<file path="src/rtl/comparator_probe_ctrl.sv">
// Initiator-side controller for a shared SEL-programmable comparator: issues an eq probe,
// then a ge probe if needed, and decodes the answers into {gt,eq,lt} plus min/max.
module comparator_probe_ctrl #(
    parameter int unsigned N       = 8,
    parameter int unsigned TIMEOUT = 16
) (
    input  logic         clk,
    input  logic         rst_n,
    input  logic         in_valid,
    output logic         in_ready,
    input  logic [N-1:0] in_a,
    input  logic [N-1:0] in_b,
    output logic         cmp_req,
    output logic [2:0]   cmp_sel,
    output logic [N-1:0] cmp_value1,
    output logic [N-1:0] cmp_value2,
    input  logic         cmp_rsp_valid,
    input  logic         cmp_out,
    output logic         out_valid,
    input  logic         out_ready,
    output logic [2:0]   out_rel,
    output logic [N-1:0] out_max,
    output logic [N-1:0] out_min,
    output logic         out_err,
    output logic [1:0]   out_probes
);

    localparam int unsigned CntW = (TIMEOUT > 2) ? $clog2(TIMEOUT) : 1;
    localparam logic [CntW-1:0] CntLast = CntW'(TIMEOUT - 1);

    localparam logic [2:0] SelZero = 3'b000;
    localparam logic [2:0] SelEq   = 3'b010;
    localparam logic [2:0] SelGe   = 3'b100;

    typedef enum logic [2:0] {
        StIdle,
        StProbeEq,
        StWaitEq,
        StProbeGe,
        StWaitGe,
        StDone
    } state_e;

    state_e          state_q, state_d;
    logic [N-1:0]    a_q, a_d;
    logic [N-1:0]    b_q, b_d;
    logic [CntW-1:0] cnt_q, cnt_d;
    logic [CntW-1:0] cnt_inc;
    logic [2:0]      rel_q, rel_d;
    logic [N-1:0]    max_q, max_d;
    logic [N-1:0]    min_q, min_d;
    logic            err_q, err_d;
    logic [1:0]      probes_q, probes_d;

    always_ff @(posedge clk or negedge rst_n) begin
        if (!rst_n) begin
            state_q  <= StIdle;
            a_q      <= '0;
            b_q      <= '0;
            cnt_q    <= '0;
            rel_q    <= '0;
            max_q    <= '0;
            min_q    <= '0;
            err_q    <= 1'b0;
            probes_q <= '0;
        end else begin
            state_q  <= state_d;
            a_q      <= a_d;
            b_q      <= b_d;
            cnt_q    <= cnt_d;
            rel_q    <= rel_d;
            max_q    <= max_d;
            min_q    <= min_d;
            err_q    <= err_d;
            probes_q <= probes_d;
        end
    end

    assign cnt_inc = cnt_q + CntW'(1);

    always_comb begin
        state_d  = state_q;
        a_d      = a_q;
        b_d      = b_q;
        cnt_d    = cnt_q;
        rel_d    = rel_q;
        max_d    = max_q;
        min_d    = min_q;
        err_d    = err_q;
        probes_d = probes_q;
        unique case (state_q)
            StIdle: begin
                if (in_valid) begin
                    a_d     = in_a;
                    b_d     = in_b;
                    state_d = StProbeEq;
                end
            end
            StProbeEq: begin
                cnt_d   = '0;
                state_d = StWaitEq;
            end
            StWaitEq: begin
                // A response in the timeout cycle still wins.
                if (cmp_rsp_valid) begin
                    if (cmp_out) begin
                        rel_d    = 3'b010;
                        max_d    = a_q;
                        min_d    = b_q;
                        err_d    = 1'b0;
                        probes_d = 2'd1;
                        state_d  = StDone;
                    end else begin
                        state_d = StProbeGe;
                    end
                end else begin
                    cnt_d = cnt_inc;
                    if (cnt_inc == CntLast) begin
                        rel_d    = 3'b000;
                        max_d    = '0;
                        min_d    = '0;
                        err_d    = 1'b1;
                        probes_d = 2'd1;
                        state_d  = StDone;
                    end
                end
            end
            StProbeGe: begin
                cnt_d   = '0;
                state_d = StWaitGe;
            end
            StWaitGe: begin
                if (cmp_rsp_valid) begin
                    err_d    = 1'b0;
                    probes_d = 2'd2;
                    state_d  = StDone;
                    if (cmp_out) begin
                        rel_d = 3'b100;
                        max_d = a_q;
                        min_d = b_q;
                    end else begin
                        rel_d = 3'b001;
                        max_d = b_q;
                        min_d = a_q;
                    end
                end else begin
                    cnt_d = cnt_inc;
                    if (cnt_inc == CntLast) begin
                        rel_d    = 3'b000;
                        max_d    = '0;
                        min_d    = '0;
                        err_d    = 1'b1;
                        probes_d = 2'd2;
                        state_d  = StDone;
                    end
                end
            end
            StDone: begin
                if (out_ready) begin
                    state_d = StIdle;
                end
            end
            default: state_d = StIdle;
        endcase
    end

    always_comb begin
        in_ready  = 1'b0;
        cmp_req   = 1'b0;
        cmp_sel   = SelZero;
        out_valid = 1'b0;
        unique case (state_q)
            StIdle:    in_ready = 1'b1;
            StProbeEq: begin
                cmp_req = 1'b1;
                cmp_sel = SelEq;
            end
            StWaitEq:  cmp_sel = SelEq;
            StProbeGe: begin
                cmp_req = 1'b1;
                cmp_sel = SelGe;
            end
            StWaitGe:  cmp_sel = SelGe;
            StDone:    out_valid = 1'b1;
            default:   in_ready = 1'b0;
        endcase
    end

    assign cmp_value1 = a_q;
    assign cmp_value2 = b_q;
    assign out_rel    = rel_q;
    assign out_max    = max_q;
    assign out_min    = min_q;
    assign out_err    = err_q;
    assign out_probes = probes_q;

endmodule
</file>
<file path="config.mk">
export PLATFORM = sky130hd
export DESIGN_NAME = comparator_probe_ctrl
export DESIGN_NICKNAME = d
export VERILOG_FILES = /design/src/rtl/comparator_probe_ctrl.sv
export SDC_FILE = /design/constraint.sdc
export NUM_CORES = 1
export LEC_CHECK = 0
export CAP_MARGIN = 20
export CORE_UTILIZATION = 60
export CTS_CLUSTER_SIZE = 24
export DETAILED_ROUTE_END_ITERATION = 8
export DONT_BUFFER_PORTS = 1
export GPL_TIMING_DRIVEN = 1
export PLACE_DENSITY = 0.76
export SLEW_MARGIN = 5
export SYNTH_ARGS = -nofsm -noshare
export SYNTH_HDL_FRONTEND = slang
export SYNTH_SLANG_ARGS = --single-unit
</file>
<file path="constraint.sdc">
create_clock -name clk -period 3.3 [get_ports clk]
set_input_delay 0.66 -clock clk [delete_from_list [all_inputs] [get_ports clk]]
set_output_delay 0.66 -clock clk [all_outputs]
set_load 0.02 [all_outputs]
</file>
=== Yosys cells after proc, flatten, opt, wreduce, memory -nomap -nowiden ===
Cells that the tools add are included.

* Register bits after elaboration: 45

* $add $sub $neg: 1
* Equality and inequality tests: 12
* Muxes and demuxes: 42
* Reduce and logical (&&, ||, !) cells: 12

{| class="wikitable"
|+ Operators by type and width
! cell !! number
|-
| 8-bit 2-to-1 mux || 10
|-
| 3-bit 2-to-1 mux || 11
|-
| 8-bit case mux with 2 select lines || 2
|-
| 3-bit case mux with 6 select lines || 1
|-
| 3-bit case mux with 2 select lines || 2
|-
| 2-bit 2-to-1 mux || 5
|-
| 3-bit inequality test (second input constant) || 3
|-
| 4-bit case mux with 2 select lines || 1
|-
| 2-bit AND reduction || 4
|-
| 2-bit OR reduction || 4
|-
| 1-bit 2-to-1 mux || 7
|-
| 3-bit by 2-bit equality test with 1-bit output (second input constant) || 2
|-
| 3-bit equality test (second input constant) || 2
|-
| 2-bit inequality test (second input constant) || 3
|-
| 4-bit by 1-bit adder with 4-bit output (second input constant) || 1
|-
| 4-bit equality test (second input constant) || 1
|-
| 4-bit 2-to-1 mux || 1
|-
| 2-bit case mux with 2 select lines || 1
|-
| 4-bit AND reduction || 1
|-
| 2-bit nonzero test || 2
|-
| 3-bit by 1-bit equality test with 1-bit output (second input constant) || 1
|-
| 3-bit logical NOT || 1
|-
| 1-bit case mux with 2 select lines || 1
|}

=== Depth between registers and ports, before layout ===
Gate-level depths: netlist of the first run.

* Depth in word-level cells: 5
* Mapped depth: 7
* Mapped depth without buffers: 6

=== Least setup slack after synthesis of the first run ===
Ideal clock, no wire load.

* Kind: flip-flop to flip-flop
* From: reg state_q[2]
* To: reg a_q[0] (netlist: cmp_value1[0])
* Library setup time: 125 ps
* Arrival: 1,850 ps
* Path slack: 1,325 ps
* Stages on the path, launching flop included: 7
* Path buffers: 3
* Cells stage by stage: dfrtp_1 > buf_2 > nor3_1 > and2_1 > buf_4 > buf_6 > mux2_2

* Cells in the longest elaborated chain, start to end: 2

{| class="wikitable"
|+ RTL lines
! element !! RTL line !! text
|-
| start, declared || 44 || <nowiki>state_e state_q, state_d;</nowiki>
|-
| start signal, assigned || 57 || <nowiki>state_q <= StIdle;</nowiki>
|-
| start signal, assigned || 67 || <nowiki>state_q <= state_d;</nowiki>
|-
| 3-bit logical NOT || 91 || <nowiki>unique case (state_q)</nowiki>
|-
| 2-bit AND reduction (no source line) || - ||
|-
| end signal, assigned || 58 || <nowiki>a_q <= '0;</nowiki>
|-
| end signal, assigned || 68 || <nowiki>a_q <= a_d;</nowiki>
|-
| end, declared || 45 || <nowiki>logic [N-1:0] a_q, a_d;</nowiki>
|}

No other way between the ends.
A chain may end at the register's enable or synchronous reset.

=== Worst setup path after layout of the first run ===
* From: reg state_q[0]
* To: out cmp_sel[2]

* Cells in the longest elaborated chain, start to end: 3

{| class="wikitable"
|+ RTL lines
! element !! RTL line !! text
|-
| 3-bit equality test, or another cell as far along || 172 || <nowiki>unique case (state_q)</nowiki>
|-
| 2-bit OR reduction (no source line) || - ||
|-
| 3-bit case mux with 2 select lines * || 172 ||
|-
| end, declared || 14 || <nowiki>output logic [2:0] cmp_sel,</nowiki>
|}

Every way passes the cells marked *; elsewhere a longest branch is shown, timed or not.

==> flow_summary_export.csv, run 1 <==
group,metric,value,unit
status,outcome,"finished clean",
critical_path,path_max_fanout,20,
detailed_routing,first_iter_violations,93,
layout,finish.utilization,67.5,%
timing,hold_viol,0,
critical_path,endpoint_kind,"output port",
detailed_routing,routed_wl,4.73,mm
detailed_routing,drtAntennaViolNets,0,
critical_path,crit_path_top_delay_cell,"dfrtp_1",
synthesis,yosysMostFrequentCell,"dfrtp_1",
critical_path,r2r_slack,1.08,ns
critical_path,crit_family,"flip-flops",
critical_path,timing.rr.start,"state_q[0]$_DFFE_PN0P_",
synthesis,synthFlopType,"dfrtp_1",
clock_tree,post-cts-setup-buffers,0,
synthesis,async_flop_share,100,%
synthesis,yosys_register_bits,45,
critical_path,r2r_end,"cmp_value1[6]$_DFFE_PN0P_",
global_routing,antenna_found_initial,0,
synthesis,synth-edff-count,0,
layout,nets,230,
timing,fin_crit_sh,71.6,%
clock_tree,cts_buffers,5,
timing,fin_tns_setup,0,ns
detailed_routing,routed_via_density,6.31,
die,fp.dieH,62.7,µm
clock_tree,clkSlewWorstSetupHoldPaths,0.09,ns
placement,gp_congestion,0.805,
clock_tree,clk_root_buffer_cell,"clkbuf_8",
clock_tree,cts_tree,"built",
power,p_leak,0.00101,µW
flow_run,drv_cap,0,
critical_path,critPathKind,"register to output port",
synthesis,synth_top_area_share,50.9,%
placement,placed_cell_area,2210,µm²
clock_tree,clock_path_buffers,2,
synthesis,synth_area_per_cell,10.6,µm²
timing,setup-violations-final,0,
layout,synthToLayoutAreaGrowth,5.09,%
clock_tree,clkSinkCount,45,
timing,rsz0062_at_grt,"no",
detailed_routing,first_pass_iters,4,
global_routing,grt_pass1_vias,1641,
layout,drive_gt1_share,16.9,%
synthesis,yosys-top-cells-area,"dfrtp_1, mux2_2, a22oi_1, o21ai_0, inv_1",
global_routing,grt_overflow,0,
clock_tree,cts-hold-fix-buffers,0,
timing,fin_crit,2.36,ns
placement,hpwlAfterDp,3.28,mm
layout,antennaDiodeCount,0,
die,core_area,3440,µm²
die,rows,21,
critical_path,cp_num_cells,3,
critical_path,critPathLaunchType,"register",
placement,io_buffer_count,0,
synthesis,ys_seq_area_share,50.9,%
timing,relSlewSlack,47.9,%
detailed_routing,route.vias.total,1596,
synthesis,syn-cell-area,2210,µm²
clock_tree,clock_latency,0.30,ns
die,dieArea,3930,µm²
critical_path,worst-path-buf-inv,0,
timing,skew,0.00551,ns
timing,timing.fmax,423,MHz
clock_tree,htreeDepth,2,
synthesis,synth_nets,233,
worst_hold_path,hold_path.class,"input pin to async pin",
power,peakVddDrop,611,µV
critical_path,r2r_cells,4,
synthesis,synth_common_cells,"dfrtp_1, inv_1, o21ai_0, mux2_2, a22oi_1",
global_routing,grt_usage,26.2,%
layout,post-route-cell-area,2320,µm²
die,die_w,62.7,µm
detailed_routing,wire_per_inst,18.7,µm
critical_path,cp_data_arrival_time,1.70,ns
die,start_util,64.3,%
timing,worst_slew_pin_slew,0.781,ns
critical_path,slowest_delay,0.60,ns
critical_path,required,2.64,ns
synthesis,postSynthCellCount,209,
global_routing,grt_start_max_net_pins,46,
synthesis,synth.distinct_cells,44,
critical_path,crit_chain,"nand2b_1 > nor2_1 > a21o_1",
die,pin_count,66,
power,powerDensity,1110,nW/µm²
synthesis,yosys_warnings,0,
detailed_routing,drc,0,
synthesis,synth_top_area_cell,"dfrtp_1",
global_routing,grt_pass1_wl,7.90,mm
clock_tree,cts_resized,0,
timing,finalMaxSlewViolations,0,
[cells in the final DEF (no fill, tap or decap), drive strengths merged, types with 2 or more instances in the layout]
cell type / Yosys / routed
dfrtp: 45 / 45
nand2: 9 / 9
mux2: 17 / 17
and2: 3 / 3
a22oi: 16 / 16
nand4b: 2 / 2
a211oi: 2 / 2
a21o: 2 / 2
nor2: 9 / 9
nor2b: 3 / 3
nand3: 2 / 2
clkbuf: 2 / 6
inv: 24 / 24
nor3: 4 / 4
nand2b: 8 / 8
o21ai: 23 / 23
ha: 2 / 2
a21oi: 4 / 4
buf: 12 / 4
[final cells by class]
type                    instances  area (µm²)
clock buffers                   6        72.6
clock inverters                 2        38.8
fillers                       272        1120
inverters                      24        90.1
multi-input cells             126         910
flip-flops and latches         45        1130
well taps                      46        57.6
repair buffers                  4        30.0
[state kept, by name, indices dropped and copies added (netlist names), 2 cells and up]
name	count
out_rel	3
cmp_value1	8
out_probes	2
cmp_value2	8
out_min	8
out_max	8
cnt_q	4
state_q	3
[metal layers]
layer | GRT usage, % | vias to the layer above | share of wire (%)
li1 | - | 719 | -
met1 | 33.3 | 788 | 39
met2 | 42.8 | 85 | 52
met3 | 6.93 | 4 | 8.4
met4 | 9.88 | 0 | 0.74
met5 | 0 | - | 0
[power breakdown]
group	switching [µW]	total, µW	internal, µW
Clock	185	412	227
Combinational	384	747	363
Sequential	617	1430	815
[per-stage QoR]
step           hold slack [ns]  setup slack [ns]  cells  power [µW]
6_report                0.0456             0.937    253        2590
4_1_cts                 0.0407             0.929    253        2600
2_1_floorplan            0.364              1.32    209        2000
3_5_place_dp             0.365              1.08    245        2190
3_3_place_gp             0.366              1.12    245        2110
5_1_grt                 0.0275             0.833    253        2750
[worst max-delay path by stage]
stage                      startpoint                         to
2_1_floorplan  state_q[2]$_DFFE_PN0P_  cmp_value1[0]$_DFFE_PN0P_
3_3_place_gp   state_q[0]$_DFFE_PN0P_  cmp_value1[7]$_DFFE_PN0P_
3_5_place_dp   state_q[0]$_DFFE_PN0P_  cmp_value1[6]$_DFFE_PN0P_
4_1_cts        state_q[0]$_DFFE_PN0P_                 cmp_sel[2]
5_1_grt        state_q[0]$_DFFE_PN0P_                 cmp_sel[2]
6_report       state_q[0]$_DFFE_PN0P_                 cmp_sel[2]
[kinds of logic (layout without fill, tap and decap cells)]
family / after synthesis / count (layout) / share of synthesized area, %
AOI/OAI and AO/OA: 62 / 62 / 20.0
DFF: 45 / 45 / 50.9
and+or+nand+nor: 42 / 42 / 10.3
buffers and inverters: 38 / 36 / 7.98
muxes: 18 / 18 / 9.11
adders and majority gates: 2 / 2 / 1.13
other: 1 / 1 / 0.170
xor gates and xnor gates: 1 / 1 / 0.396
Note: power is estimated with default switching activity, not from simulation.
==> inputs of run 2 (changes only) <==
- CORE_UTILIZATION: 60 -> 56
- PLACE_DENSITY: 0.76 -> 0.74
- clock period: 3.3 -> 2 ns (I/O delays scaled with it)
==> flow_summary_export.csv, run 2 (synthesis results as in run 1) <==
group,metric,value,unit
status,outcome,"finished clean",
die,start_util,59.5,%
timing,worst_slew_pin_slew,0.608,ns
die,fp.dieH,64.9,µm
critical_path,r2r_cells,7,
power,p_leak,0.00105,µW
clock_tree,clkSinkCount,45,
critical_path,critPathLaunchType,"register",
die,die_w,64.9,µm
global_routing,grt_start_max_net_pins,46,
detailed_routing,top_layer_used,"met4",
clock_tree,clock_latency,0.30,ns
die,pin_count,66,
placement,io_buffer_count,0,
placement,gp_congestion,0.824,
layout,multi_input_area,926,µm²
layout,nets,237,
layout,synthToLayoutAreaGrowth,9.90,%
detailed_routing,first_iter_violations,172,
critical_path,cp_data_arrival_time,1.49,ns
clock_tree,clock_path_buffers,2,
critical_path,crit_family,"flip-flops",
layout,ff_latch_area,1130,µm²
layout,final_common_cell,"dfrtp_1",
timing,timing.fmax,529,MHz
detailed_routing,drc,0,
timing,fin_crit,1.89,ns
detailed_routing,routed_wl,4.68,mm
die,rows,22,
flow_run,drv_cap,0,
die,dieArea,4210,µm²
detailed_routing,wire_per_inst,17.9,µm
critical_path,crit_path_start,"state_q[0]$_DFFE_PN0P_",
timing,rsz0062_at_grt,"no",
clock_tree,htreeDepth,2,
global_routing,grt_pass1_vias,1598,
placement,hpwlAfterDp,3.17,mm
detailed_routing,first_pass_iters,4,
power,total_power,4440,µW
critical_path,cp_num_cells,4,
critical_path,worst-path-buf-inv,2,
placement,placedCellCount,251,
power,powerDensity,1830,nW/µm²
global_routing,grt_usage,23.1,%
detailed_routing,drtAntennaViolNets,0,
worst_hold_path,hold_depth,1,
layout,drive_gt1_share,21.5,%
layout,antennaDiodeCount,0,
critical_path,timing.rr.start,"cnt_q[0]$_DFFE_PN0P_",
clock_tree,cts_buffers,5,
critical_path,critPathKind,"register to output port",
timing,setup-violations-final,0,
layout,layout_common_cells,"dfrtp_1, inv_1, o21ai_0",
clock_tree,cts_tree,"built",
timing,layout_setup_ws,0.108,ns
critical_path,crit_chain,"buf_4 > nand2b_1 > a21oi_1 > buf_4",
power,peakVddDrop,761,µV
global_routing,grt_overflow,0,
critical_path,path_max_fanout,13,
clock_tree,clk_root_buffer_cell,"clkbuf_8",
critical_path,slowest_delay,0.48,ns
worst_hold_path,hold_path.class,"input pin to register",
detailed_routing,wl_met1,1.98,mm
global_routing,antenna_found_initial,0,
placement,place_ws,0.0832,ns
layout,final_cell_count_no_fill,262,
critical_path,crit_path_top_delay_cell,"dfrtp_2",
global_routing,grt_pass1_wl,7.36,mm
critical_path,crit_path_frequent_cell,"buf_4",
detailed_routing,dr_wl_met3,311,µm
timing,relSlewSlack,59.3,%
timing,fin_tns_setup,0,ns
timing,skew,0.00671,ns
detailed_routing,routed_via_density,6.12,
detailed_routing,wl_met2,2.31,mm
timing,finalMaxSlewViolations,0,
critical_path,endpoint_kind,"output port",
clock_tree,clkSlewWorstSetupHoldPaths,0.08,ns
detailed_routing,route.vias.total,1603,
layout,final.fill_count,282,
critical_path,required,1.60,ns
timing,hold_viol,0,
worst_hold_path,hold_start,"cmp_rsp_valid",
die,core_area,3720,µm²
timing,fin_crit_sh,94.6,%
run 2: cell count changes in the layout (fill, tap and decap cells not counted), moves of 2 or more:
| cell | previous run | this run |
|---|---|---|
| buf_4 | 4 | 7 |
| buf_6 | 0 | 2 |
| dfrtp_1 | 45 | 42 |
| dfrtp_2 | 0 | 3 |
run 2: stage by stage:
step / area (µm²) / utilization (%) / hold slack (ns)
4_1_cts: 2400 / 64.5 / 0.190
3_5_place_dp: 2250 / 60.4 / 0.105
5_1_grt: 2430 / 65.4 / 0.180
3_3_place_gp: 2250 / 60.4 / 0.105
6_report: 2430 / 65.4 / 0.200
2_1_floorplan: 2210 / - / 0.104
run 2: area by class of cell:
type | count | share of cell area [%]
sequential | 45 | 46.5
inverter | 24 | 3.71
tap | 48 | 2.47
timing repair buffer | 11 | 4.32
clock inverter | 2 | 1.54
multi-input combinational | 126 | 38.1
clock buffer | 6 | 3.40
run 2: routing by layer:
layer  global-route usage (%)  vias to the layer above
li1                         -                      737
met1                     26.1                      796
met2                     40.1                       63
met3                     6.87                        7
met4                     10.0                        0
met5                        0                        -
run 2: worst register-to-register path, delay by kind of cell, from the launching register on:
kind,cells,cell delay [ns]
flip-flops,1,0.46
AND/OR/NAND/NOR,2,0.41
AO/OA/AOI/OAI,2,0.37
buffers and inverters,2,0.29
adder cells (fa/ha/maj),1,0.18
run 2: final timing paths:
path,end,slack [ns]
worst max-delay path,cmp_sel[1],0.11
worst min-delay path,state_q[1]$_DFFE_PN0P_,0.20
max in group asynchronous,cnt_q[0]$_DFFE_PN0P_,1.19
worst max register to register,out_max[2]$_DFFE_PN0P_,0.16
min in group asynchronous,out_max[0]$_DFFE_PN0P_,0.58
worst min register to register,cnt_q[0]$_DFFE_PN0P_,0.61
run 2: what timing repair did:
item | CTS | global route
buffers inserted | 0 | 0
hold buffers | 2 | 0
gates resized for setup | 0 | 10
setup endpoints to repair | 0 | 22
endpoints found under the hold margin | 45 | 0
run 2: power breakdown:
group | internal, µW | switching [µW] | leakage, µW
logic | 676 | 731 | 0.000449
registers | 1350 | 974 | 0.000546
clock network | 406 | 301 | 0.0000574
==> inputs of run 3 (changes only) <==
- GPL_TIMING_DRIVEN: 1 -> unset
- SKIP_CTS_REPAIR_TIMING: unset -> 1
==> flow_summary_export.csv, run 3 (synthesis results as in run 1) <==
group,metric,value,unit
status,outcome,"finished clean",
power,p_leak,0.00106,µW
die,rows,22,
global_routing,grtUsageMet3,7.04,%
global_routing,grt_overflow,0,
placement,hpwlAfterDp,3.17,mm
global_routing,grt_most_used_layer,"met2",
layout,layout_common_cells,"dfrtp_1, inv_1, o21ai_0",
die,core_area,3720,µm²
layout,synthToLayoutAreaGrowth,10.2,%
global_routing,grt_pass1_wl,7.33,mm
clock_tree,htreeDepth,2,
layout,drive_gt1_share,21.5,%
die,die_w,64.9,µm
layout,final_common_cell,"dfrtp_1",
critical_path,cp_data_arrival_time,1.48,ns
timing,relSlewSlack,60.2,%
worst_hold_path,hold_start,"cmp_rsp_valid",
die,dieArea,4210,µm²
power,peakVddDrop,763,µV
critical_path,crit_path_start,"state_q[0]$_DFFE_PN0P_",
timing,timing.fmax,531,MHz
detailed_routing,wire_per_inst,17.7,µm
layout,finish.utilization,65.6,%
clock_tree,clock_path_buffers,2,
timing,hold_viol,0,
timing,finalMaxSlewViolations,0,
flow_run,drv_cap,0,
timing,setup-violations-final,0,
critical_path,r2r_slack,0.16,ns
timing,fin_crit_sh,94.2,%
detailed_routing,first_pass_iters,4,
detailed_routing,routed_wl,4.65,mm
detailed_routing,drc,0,
clock_tree,cts_tree,"built",
clock_tree,clkSinkCount,45,
critical_path,timing.rr.start,"cnt_q[0]$_DFFE_PN0P_",
clock_tree,cts_buffers,5,
critical_path,required,1.60,ns
critical_path,critPathKind,"register to output port",
power,powerDensity,1820,nW/µm²
layout,nets,237,
detailed_routing,routed_via_density,6.08,
timing,skew,0.00756,ns
global_routing,grt_pass1_vias,1602,
critical_path,critPathLaunchType,"register",
timing,worst_slew_pin_slew,0.596,ns
die,pin_count,66,
detailed_routing,route.vias.total,1592,
global_routing,grt_start_max_net_pins,46,
layout,antennaDiodeCount,0,
global_routing,use_met2,39.6,%
die,fp.dieH,64.9,µm
detailed_routing,drtAntennaViolNets,0,
placement,io_buffer_count,0,
global_routing,use_met1,25.8,%
global_routing,grt_usage,22.9,%
clock_tree,clkSlewWorstSetupHoldPaths,0.08,ns
global_routing,antenna_found_initial,0,
clock_tree,clk_root_buffer_cell,"clkbuf_8",
placement,gp_congestion,0.824,
critical_path,endpoint_kind,"output port",
timing,fin_crit,1.88,ns
detailed_routing,first_iter_violations,154,
critical_path,path_max_fanout,13,
timing,fin_tns_setup,0,ns
timing,rsz0062_at_grt,"no",
clock_tree,clock_latency,0.29,ns
die,start_util,59.5,%
worst_hold_path,hold_path.class,"input pin to register",
==> run 3: changes by cell type in the layout (fill, tap and decap cells not counted) <==
cell    previous run  this run
buf_12             1         0
buf_16             0         1
==> run 3: layout make-up <==
class                   count  area [µm²]
fillers                   284        1280
inverters                  24        90.1
clock buffers               6        82.6
clock inverters             2        37.5
repair buffers             11         113
multi-input cells         126         926
flip-flops and latches     45        1130
well taps                  48        60.1
==> run 3: worst max-delay path, cell delays in order, from the launching register on <==
cell      delay, ns
dfrtp_2        0.48
buf_4          0.21
nand2b_1       0.19
a21oi_1        0.16
buf_4          0.16
==> run 3: power breakdown <==
| part | switching [µW] | total, µW | internal (µW) |
|---|---|---|---|
| sequential | 979 | 2330 | 1350 |
| clock | 297 | 703 | 406 |
| combinational | 730 | 1410 | 677 |
==> run 3: per-layer routing <==
layer / wire (µm) / share of wire, %
met5: 0 / 0
met4: 33 / 0.71
met3: 300 / 6.5
met2: 2320 / 50
met1: 1990 / 43
==> run 3: final timing paths <==
kind                                                to  depth (start not counted)
worst min register to register    cnt_q[0]$_DFFE_PN0P_                          2
min in group asynchronous       out_max[3]$_DFFE_PN0P_                          2
worst max register to register  out_max[2]$_DFFE_PN0P_                          7
max in group asynchronous         cnt_q[0]$_DFFE_PN0P_                          2
worst min-delay path            state_q[1]$_DFFE_PN0P_                          1
worst max-delay path                        cmp_sel[1]                          4
==> run 3: through the flow <==
stage	setup slack, ns	cells	instance area (µm²)	power, µW	hold WS (ns)
after floorplan	0.0248	209	2210	3300	0.104
after CTS	0.0607	259	2370	4380	-0.225
after global placement	0.111	251	2250	3560	0.105
final	0.115	262	2440	4440	0.206
after detailed placement	0.0832	251	2250	3660	0.105
after global routing	0.0328	262	2440	4700	0.180
